File: config.mk
export PLATFORM = sky130hd
export DESIGN_NAME = snake_body_ctrl
export DESIGN_NICKNAME = d
export VERILOG_FILES = /design/src/rtl/snake_body_ctrl.sv
export SDC_FILE = /design/constraint.sdc
export NUM_CORES = 1
export LEC_CHECK = 0
export CORE_MARGIN = 4
export CORE_UTILIZATION = 45
export CTS_CLUSTER_SIZE = 24
export DETAILED_ROUTE_END_ITERATION = 12
export GPL_TIMING_DRIVEN = 0
export SYNTH_ARGS = -nofsm -noshare
export SYNTH_HDL_FRONTEND = slang
export SYNTH_SLANG_ARGS = --single-unit
export TNS_END_PERCENT = 1
File: constraint.sdc
create_clock -name clk -period 9.1 [get_ports clk]
set_clock_uncertainty 0.15 [all_clocks]
set_input_delay 1.365 -clock clk [delete_from_list [all_inputs] [get_ports clk]]
set_output_delay 1.365 -clock clk [all_outputs]
set_load 0.01 [all_outputs]
File: src/rtl/snake_body_ctrl.sv
// Snake movement and body store: steps the head once per STEP_CYCLES, handles
// direction keys, growth and collisions, and answers renderer cell queries.
module snake_body_ctrl #(
    parameter int STEP_CYCLES = 12_500_000,
    parameter int MAX_LEN     = 16,
    parameter int INIT_X      = 10,
    parameter int INIT_Y      = 10
) (
    input  logic       clk,
    input  logic       rst,
    input  logic       game_start,
    input  logic       key_up,
    input  logic       key_down,
    input  logic       key_left,
    input  logic       key_right,
    input  logic       add_cube,
    output logic [5:0] head_x,
    output logic [5:0] head_y,
    output logic [4:0] length,
    output logic       step_pulse,
    output logic       game_over,
    input  logic [5:0] q_x,
    input  logic [4:0] q_y,
    output logic       q_head,
    output logic       q_body
);

    localparam int                CNT_W    = (STEP_CYCLES > 1) ? $clog2(STEP_CYCLES) : 1;
    localparam logic [CNT_W-1:0]  CNT_LAST = CNT_W'(STEP_CYCLES - 1);
    localparam logic [4:0]        LEN_MAX  = 5'(MAX_LEN);
    localparam logic [4:0]        LEN_INIT = 5'd3;
    localparam logic [5:0]        X0       = 6'(INIT_X);
    localparam logic [4:0]        Y0       = 5'(INIT_Y);

    typedef enum logic [1:0] {ST_IDLE, ST_RUN, ST_DEAD} state_t;
    typedef enum logic [1:0] {DIR_UP, DIR_DOWN, DIR_LEFT, DIR_RIGHT} dir_t;

    state_t           r_state, w_state_nxt;
    dir_t             r_cur_dir, r_next_dir, w_key_dir;
    logic [CNT_W-1:0] r_cnt;
    logic [5:0]       r_seg_x [MAX_LEN];
    logic [4:0]       r_seg_y [MAX_LEN];
    logic [4:0]       r_len;
    logic             r_grow_pend, r_add_prev, r_step_pulse, r_q_head, r_q_body;

    logic             w_key_valid, w_key_ok, w_add_edge;
    logic             w_eval, w_step, w_restart;
    logic             w_grow, w_wall, w_self, w_hit;
    logic [5:0]       w_nh_x;
    logic [4:0]       w_nh_y;
    logic [4:0]       w_chk_len;
    logic             w_q_head, w_q_body;

    function automatic logic f_opposite(input dir_t a, input dir_t b);
        case (a)
            DIR_UP:    return b == DIR_DOWN;
            DIR_DOWN:  return b == DIR_UP;
            DIR_LEFT:  return b == DIR_RIGHT;
            default:   return b == DIR_LEFT;
        endcase
    endfunction

    function automatic logic [5:0] f_init_x(input int unsigned i);
        return (i < 3) ? X0 - 6'(i) : '0;
    endfunction

    function automatic logic [4:0] f_init_y(input int unsigned i);
        return (i < 3) ? Y0 : '0;
    endfunction

    assign w_add_edge = add_cube & ~r_add_prev;

    always_comb begin
        w_key_valid = 1'b1;
        w_key_dir   = DIR_RIGHT;
        if (key_up)          w_key_dir = DIR_UP;
        else if (key_down)   w_key_dir = DIR_DOWN;
        else if (key_left)   w_key_dir = DIR_LEFT;
        else if (key_right)  w_key_dir = DIR_RIGHT;
        else                 w_key_valid = 1'b0;
        w_key_ok = w_key_valid && !f_opposite(r_cur_dir, w_key_dir);
    end

    always_comb begin
        w_nh_x = r_seg_x[0];
        w_nh_y = r_seg_y[0];
        case (r_next_dir)
            DIR_UP:    w_nh_y = r_seg_y[0] - 5'd1;
            DIR_DOWN:  w_nh_y = r_seg_y[0] + 5'd1;
            DIR_LEFT:  w_nh_x = r_seg_x[0] - 6'd1;
            default:   w_nh_x = r_seg_x[0] + 6'd1;
        endcase
        w_wall = (w_nh_x == 6'd0) || (w_nh_x == 6'd39) || (w_nh_y == 5'd0) || (w_nh_y == 5'd29);
        w_grow = r_grow_pend && (r_len < LEN_MAX);
        // the tail cell is vacated by this move unless the snake grows
        w_chk_len = w_grow ? r_len : r_len - 5'd1;
        w_self = 1'b0;
        for (int unsigned i = 0; i < MAX_LEN; i++) begin
            if (5'(i) < w_chk_len && r_seg_x[i] == w_nh_x && r_seg_y[i] == w_nh_y)
                w_self = 1'b1;
        end
        w_hit = w_wall || w_self;
    end

    always_comb begin
        w_q_head = (q_x == r_seg_x[0]) && (q_y == r_seg_y[0]);
        w_q_body = 1'b0;
        for (int unsigned i = 1; i < MAX_LEN; i++) begin
            if (5'(i) < r_len && q_x == r_seg_x[i] && q_y == r_seg_y[i])
                w_q_body = 1'b1;
        end
    end

    always_comb begin
        w_state_nxt = r_state;
        w_eval      = 1'b0;
        w_step      = 1'b0;
        w_restart   = 1'b0;
        game_over   = 1'b0;
        case (r_state)
            ST_IDLE: begin
                if (game_start) w_state_nxt = ST_RUN;
            end
            ST_RUN: begin
                if (r_cnt == CNT_LAST) begin
                    w_eval = 1'b1;
                    if (w_hit) w_state_nxt = ST_DEAD;
                    else       w_step      = 1'b1;
                end
            end
            ST_DEAD: begin
                game_over = 1'b1;
                if (game_start) begin
                    w_restart   = 1'b1;
                    w_state_nxt = ST_RUN;
                end
            end
            default: w_state_nxt = ST_IDLE;
        endcase
    end

    always_ff @(posedge clk or negedge rst) begin
        if (!rst) r_state <= ST_IDLE;
        else      r_state <= w_state_nxt;
    end

    always_ff @(posedge clk or negedge rst) begin
        if (!rst) begin
            r_cnt        <= '0;
            r_cur_dir    <= DIR_RIGHT;
            r_next_dir   <= DIR_RIGHT;
            r_len        <= LEN_INIT;
            r_grow_pend  <= 1'b0;
            r_add_prev   <= 1'b0;
            r_step_pulse <= 1'b0;
            r_q_head     <= 1'b0;
            r_q_body     <= 1'b0;
            for (int unsigned i = 0; i < MAX_LEN; i++) begin
                r_seg_x[i] <= f_init_x(i);
                r_seg_y[i] <= f_init_y(i);
            end
        end else begin
            r_add_prev   <= add_cube;
            r_step_pulse <= w_step;
            r_q_head     <= w_q_head;
            r_q_body     <= w_q_body;
            if (w_restart) begin
                r_cnt       <= '0;
                r_cur_dir   <= DIR_RIGHT;
                r_next_dir  <= DIR_RIGHT;
                r_len       <= LEN_INIT;
                r_grow_pend <= 1'b0;
                for (int unsigned i = 0; i < MAX_LEN; i++) begin
                    r_seg_x[i] <= f_init_x(i);
                    r_seg_y[i] <= f_init_y(i);
                end
            end else begin
                if (r_state == ST_RUN)
                    r_cnt <= w_eval ? '0 : r_cnt + 1'b1;
                // a step consumes the pending growth; an edge in that same cycle re-arms it
                if (w_eval)          r_grow_pend <= w_add_edge;
                else if (w_add_edge) r_grow_pend <= 1'b1;
                if (w_key_ok)
                    r_next_dir <= w_key_dir;
                if (w_step) begin
                    r_cur_dir  <= r_next_dir;
                    r_seg_x[0] <= w_nh_x;
                    r_seg_y[0] <= w_nh_y;
                    for (int unsigned i = 1; i < MAX_LEN; i++) begin
                        r_seg_x[i] <= r_seg_x[i-1];
                        r_seg_y[i] <= r_seg_y[i-1];
                    end
                    if (w_grow) r_len <= r_len + 5'd1;
                end
            end
        end
    end

    assign head_x     = r_seg_x[0];
    assign head_y     = {1'b0, r_seg_y[0]};
    assign length     = r_len;
    assign step_pulse = r_step_pulse;
    assign q_head     = r_q_head;
    assign q_body     = r_q_body;

endmodule

==> run metrics, run 1 <==
outcome=finished, violations left; failing checks=capacitance limit, slew limit; Post-synth ARST share=100.0%; post-layout min period=7681 ps; GRT Overall Usage=35.62%; Hold Violations, Final=0; Root Driver=clkbuf_16; Reg area=0.005426 mm²; post-CTS setup buffers=0; ratio of cells with drive above 1 in the final layout=7.588%; Setup crit end kind=flip-flop; final std cells w/o fill=2453; CTS tree=built; final net count=1996; Routability Congestion=0.9997; Yosys cell types=82; post-synth net total=1935; EDFF count, synth=0; Pins Over Slew Limit=3; routed vias=14750; # rows=69; Layout area overhead=11.95%; DRT antenna net count=0; die area=0.03977 mm²; number of setup violations in the final report=0; starting density of the core=46.02%; Num CTS Buffers=28; clk slew on worst S/H paths=70 ps; Multi-input gate area=0.009759 mm²; Final WS setup=1419 ps; Die Ht=199.4 µm; dpl ws=1793 ps; CORE AREA=0.03583 mm²; FMAX=130.2 MHz; router iterations before antenna repair=6; WHS=347.4 ps; largest net degree at the start of global routing=90; relative slew slack=-4.858%; final WL=71.36 mm; Area after DPL=0.01743 mm²; Power Density=139.2 mW/mm²; WL/cell=29.09 µm; vias per cell=6.015; Worst Tran Pin Value=1533 ps; Min-Delay Path Class=reg -> reg; Leak=9.719 nW; post_cts resized=0; initial DRC count=1533; maximum VDD drop=0.0001599 V; #FFs+latches synth=216; number of global-route vias before repair=14070; Gate Count Post-Synth=1907; input/output buffers=27; startpoint types=flip-flop; RSZ-0062 raised after global routing=no; register area share after synthesis=32.91%; synthesized area per cell=8.646 µm²; clk buf depth=3; Congestion Overflow GR=0; mapped cell area=0.01649 mm²; crit share post-route=84.41%; initial antenna violation count=1; clock sinks=216; CP max FO=10; hpwl dp=55.62 mm; Top FF cell, synth=dfrtp_1; Synth warnings=0; Filler cells=3474; maxcap violations=1; hold buffer count at CTS=0; H-Tree Depth=1; CP Class=reg -> reg; CP Data Arrival Time=8050 ps; Die X=199.4 µm; design area=0.01846 mm²; clk_lat worst skew=590 ps; dpl cells=2399; drt drc=0; Crit path required time=9470 ps; first-pass GRT wire length=101.9 mm; IO Pins=40
[flip-flops by register name (all words and copies together) (netlist names), 2 cells and up]
signal / flops
head_x: 6
head_y: 5
length: 5
r_cnt: 24
r_cur_dir: 2
r_next_dir: 2
r_seg_x: 90
r_seg_y: 75
r_state: 2
[worst paths after layout]
check	end	slack (ps)	cells past startpoint	startpoint
worst max-delay path	head_x[3]	1420	19	head_x[1]
worst min-delay path	r_cnt[12]	350	1	r_cnt[12]
worst max register to register	head_x[3]	1420	19	head_x[1]
worst min register to register	r_cnt[12]	350	1	r_cnt[12]
max in group asynchronous	r_cnt[3]	7340	2	rst
min in group asynchronous	r_seg_x[89]	560	1	rst
[routing by layer]
layer / routed length (µm) / track usage, % / vias to the layer above / part of all wire, %
met5: 0 / 0 / - / 0
met4: 3120 / 12.70 / 0 / 4.4
met3: 5973 / 7.621 / 132 / 8.4
met2: 30340 / 52.89 / 686 / 43
met1: 31920 / 51.48 / 7345 / 45
li1: - / - / 6591 / -
[Yosys cell counts (42+ instances only)]
cell	count	area, µm²
nand3_1	49	245.2
nor2_1	83	311.6
xnor2_1	238	2085
dfrtp_1	199	4980
mux2i_1	158	1582
o21ai_0	67	335.3
nand4_1	47	294.0
xor2_1	112	980.9
inv_1	162	608.1
clkbuf_1	79	296.5
nand2_1	233	874.6
a21oi_1	42	210.2
[kinds of logic after synthesis]
kind of cell	count (synthesis)	share of synthesized area [%]
AO/OA/AOI/OAI	242	9.918
XOR/XNOR	362	20.19
adder cells (fa/ha/maj)	9	0.7285
buffers and inverters	313	8.089
flip-flops	216	32.91
multiplexers	170	10.43
other	1	0.02274
AND/OR/NAND/NOR	594	17.71
[layout make-up]
cell class	count	share of cell area [%]
Tap cell	461	3.125
Sequential cell	216	29.40
Antenna cell	2	0.02711
Clock inverter	11	1.166
Multi-Input combinational cell	1378	52.87
Clock buffer	41	4.331
Timing Repair Buffer	31	1.857
Buffer	151	3.931
Inverter	162	3.294
[critical path, cell delays in order (launching register included)]
cell and delay [ps]:
dfstp_2 540, buf_2 290, buf_1 720, inv_1 180, xnor2_1 210, ha_1 240, clkbuf_1 430, mux2i_1 390
clkbuf_1 700, o22ai_1 160, a21oi_1 520, o211ai_1 190, a2111oi_0 870, a31oi_1 100, nand4_1 190, or4_1 130
buf_2 360, buf_2 470, nand2_1 380, o21ba_2 350
[stage by stage]
stage          TNS [ps]  total power, mW  util (%)
6_report              0            2.570     51.52
5_1_grt               0            2.635     51.51
4_1_cts               0            2.568     51.48
3_5_place_dp          0            1.338     48.64
3_3_place_gp    -644430            1.333     48.38
2_1_floorplan         0            1.184         -
[cells in the final DEF, fill, tap and decap left out, drive strengths merged, types with 42 or more instances in the layout]
cell type / instances
a21oi: 42
buf: 77
clkbuf: 120
dfrtp: 199
inv: 162
mux2i: 159
nand2: 233
nand3: 49
nand4: 47
nor2: 83
o21ai: 67
xnor2: 239
xor2: 112
[report_power, final]
group	switching (mW)	internal (mW)	total [mW]
clock network	0.476	0.753	1.23
registers	0.00213	0.963	0.965
logic	0.262	0.113	0.376
Note: power is estimated with default switching activity, not from simulation.
==> inputs of run 2 (changes only) <==
Clock period 9.1 ns to 7.6 ns, I/O delays scaled along.
==> run 2 against run 1 <==
The run still ends with capacitance limit, slew limit left. Clock power increased by 20%. Sequential share of layout area about the same. Setup slack got worse by 1200 ps. Worst hold slack got worse by 13 ps. Core utilization about the same. Critical endpoint is now head_x[2].
==> run metrics, run 2 (same netlist as run 1, synthesis figures left out) <==
outcome=finished, violations left; failing checks=capacitance limit, slew limit; FMAX=134.6 MHz; maxcap violations=1; Hold Violations, Final=0; worst path cell trace=buf_2 > clkdlybuf4s15_1 > inv_1 > xnor2_1 > ha_1 > clkbuf_1 > mux2i_1 > clkbuf_2 > xnor2_1 > a2111oi_0 > and3_1 > a211o_1 > or4_1 > or4_1 > buf_2 > buf_2 > nand2_1 > o21ai_0; crit share post-route=97.76%; Max Used Layer=met4; CORE AREA=0.03583 mm²; input/output buffers=27; wl on met1=31.64 mm; drt drc=0; RSZ-0062 raised after global routing=no; largest net degree at the start of global routing=90; final WL=71.33 mm; CP max FO=10; WL met3=6.267 mm; Num CTS Buffers=28; routed vias=14760; # rows=69; DRT antenna net count=0; Biggest register=r_seg_x; Die X=199.4 µm; Crit path required time=7930 ps; final net count=1996; clock sinks=216; H-Tree Depth=1; design area=0.01847 mm²; number of global-route vias before repair=14070; most common cell after layout, fill and taps aside=xnor2_1; Worst Tran Pin Value=1495 ps; dpl ws=293.3 ps; die area=0.03977 mm²; startpoint types=flip-flop; Routability Congestion=0.9997; Critical Path Slowest Stage Cell=a2111oi_0; clk slew on worst S/H paths=60 ps; relative slew slack=-2.226%; WHS=334.9 ps; IO Pins=40; Die Ht=199.4 µm; max FFs per register=90; CP delay by family, top=buffers and inverters; final std cells w/o fill=2453; Leak=9.726 nW; Layout area overhead=12.00%; starting density of the core=46.02%; CP Class=reg -> reg; Filler cells=3471; router iterations before antenna repair=8; vias per cell=6.016; ratio of cells with drive above 1 in the final layout=7.638%; post-CTS setup buffers=0; CTS tree=built; max incr delay on CP=1250 ps; hpwl dp=55.62 mm; Congestion Overflow GR=0; first-pass GRT wire length=101.9 mm; clk_lat worst skew=590 ps; Power Density=166.6 mW/mm²; dpl cells=2399; WL/cell=29.08 µm; Setup crit end kind=flip-flop; number of setup violations in the final report=0; Final WS setup=169.9 ps; initial DRC count=1532; Pins Over Slew Limit=1; Area after DPL=0.01743 mm²; post-layout min period=7430 ps; initial antenna violation count=1; GRT Overall Usage=35.62%; Crit path top cell by count=buf_2; maximum VDD drop=0.0001907 V; clk buf depth=3; Top Registers=r_seg_x (90), r_seg_y (75), r_cnt (24); Detail Route met2 WL=30.22 mm; most frequent cells in the layout=xnor2_1, nand2_1, dfrtp_1; Worst Path Buf+Inv=7; post_cts resized=0; Min-Delay Path Class=in -> async; Root Driver=clkbuf_16; CP Data Arrival Time=7760 ps; hold buffer count at CTS=0
[run 2: routing by layer]
layer	global-route usage (%)	vias to the layer above
met3	7.621	148
li1	-	6575
met2	52.89	746
met1	51.48	7289
met4	12.70	0
met5	0	-
[run 2: cell type report]
class	count	area (µm²)	area share, %
sequential	216	5426	29.39
antenna	2	5.005	0.02710
timing repair buffer	31	342.8	1.856
inverter	162	608.1	3.293
clock inverter	11	215.2	1.165
tap	461	576.8	3.124
multi-input combinational	1378	9759	52.85
clock buffer	41	799.5	4.330
buffer	151	733.2	3.970
[run 2: path summary, 6_finish.rpt]
kind	startpoint	endpoint	slack (ps)	cells past startpoint
max in group asynchronous	rst	r_cnt[3]	6080	2
min in group clk	r_cnt[12]	r_cnt[12]	350	1
max	head_x[1]	head_x[2]	170	18
max reg2reg	head_x[1]	head_x[2]	170	18
min reg2reg	r_cnt[12]	r_cnt[12]	350	1
min	rst	r_seg_x[89]	330	1
[run 2: worst register-to-register path, delay by kind of cell (launching register included)]
family | cells | cell delay [ps]
buffers and inverters | 7 | 3070
AO/OA/AOI/OAI | 3 | 1700
AND/OR/NAND/NOR | 4 | 940
flip-flops | 1 | 540
XOR/XNOR | 2 | 390
adder cells (fa/ha/maj) | 1 | 270
multiplexers | 1 | 260
[run 2: where the power goes]
group          switching [mW]  internal (mW)  leakage [nW]
Combinational           0.313          0.136          7.17
Clock                   0.569          0.901         0.477
Sequential            0.00266           1.15          2.08
[run 2: through the flow]
| stage | util, % | TNS [ps] | power [mW] |
|---|---|---|---|
| floorplan | - | 0 | 1.417 |
| global placement | 48.38 | -922430 | 1.597 |
| detailed placement | 48.64 | 0 | 1.602 |
| CTS | 51.48 | 0 | 3.075 |
| global route | 51.53 | 0 | 3.155 |
| finish | 51.54 | 0 | 3.076 |
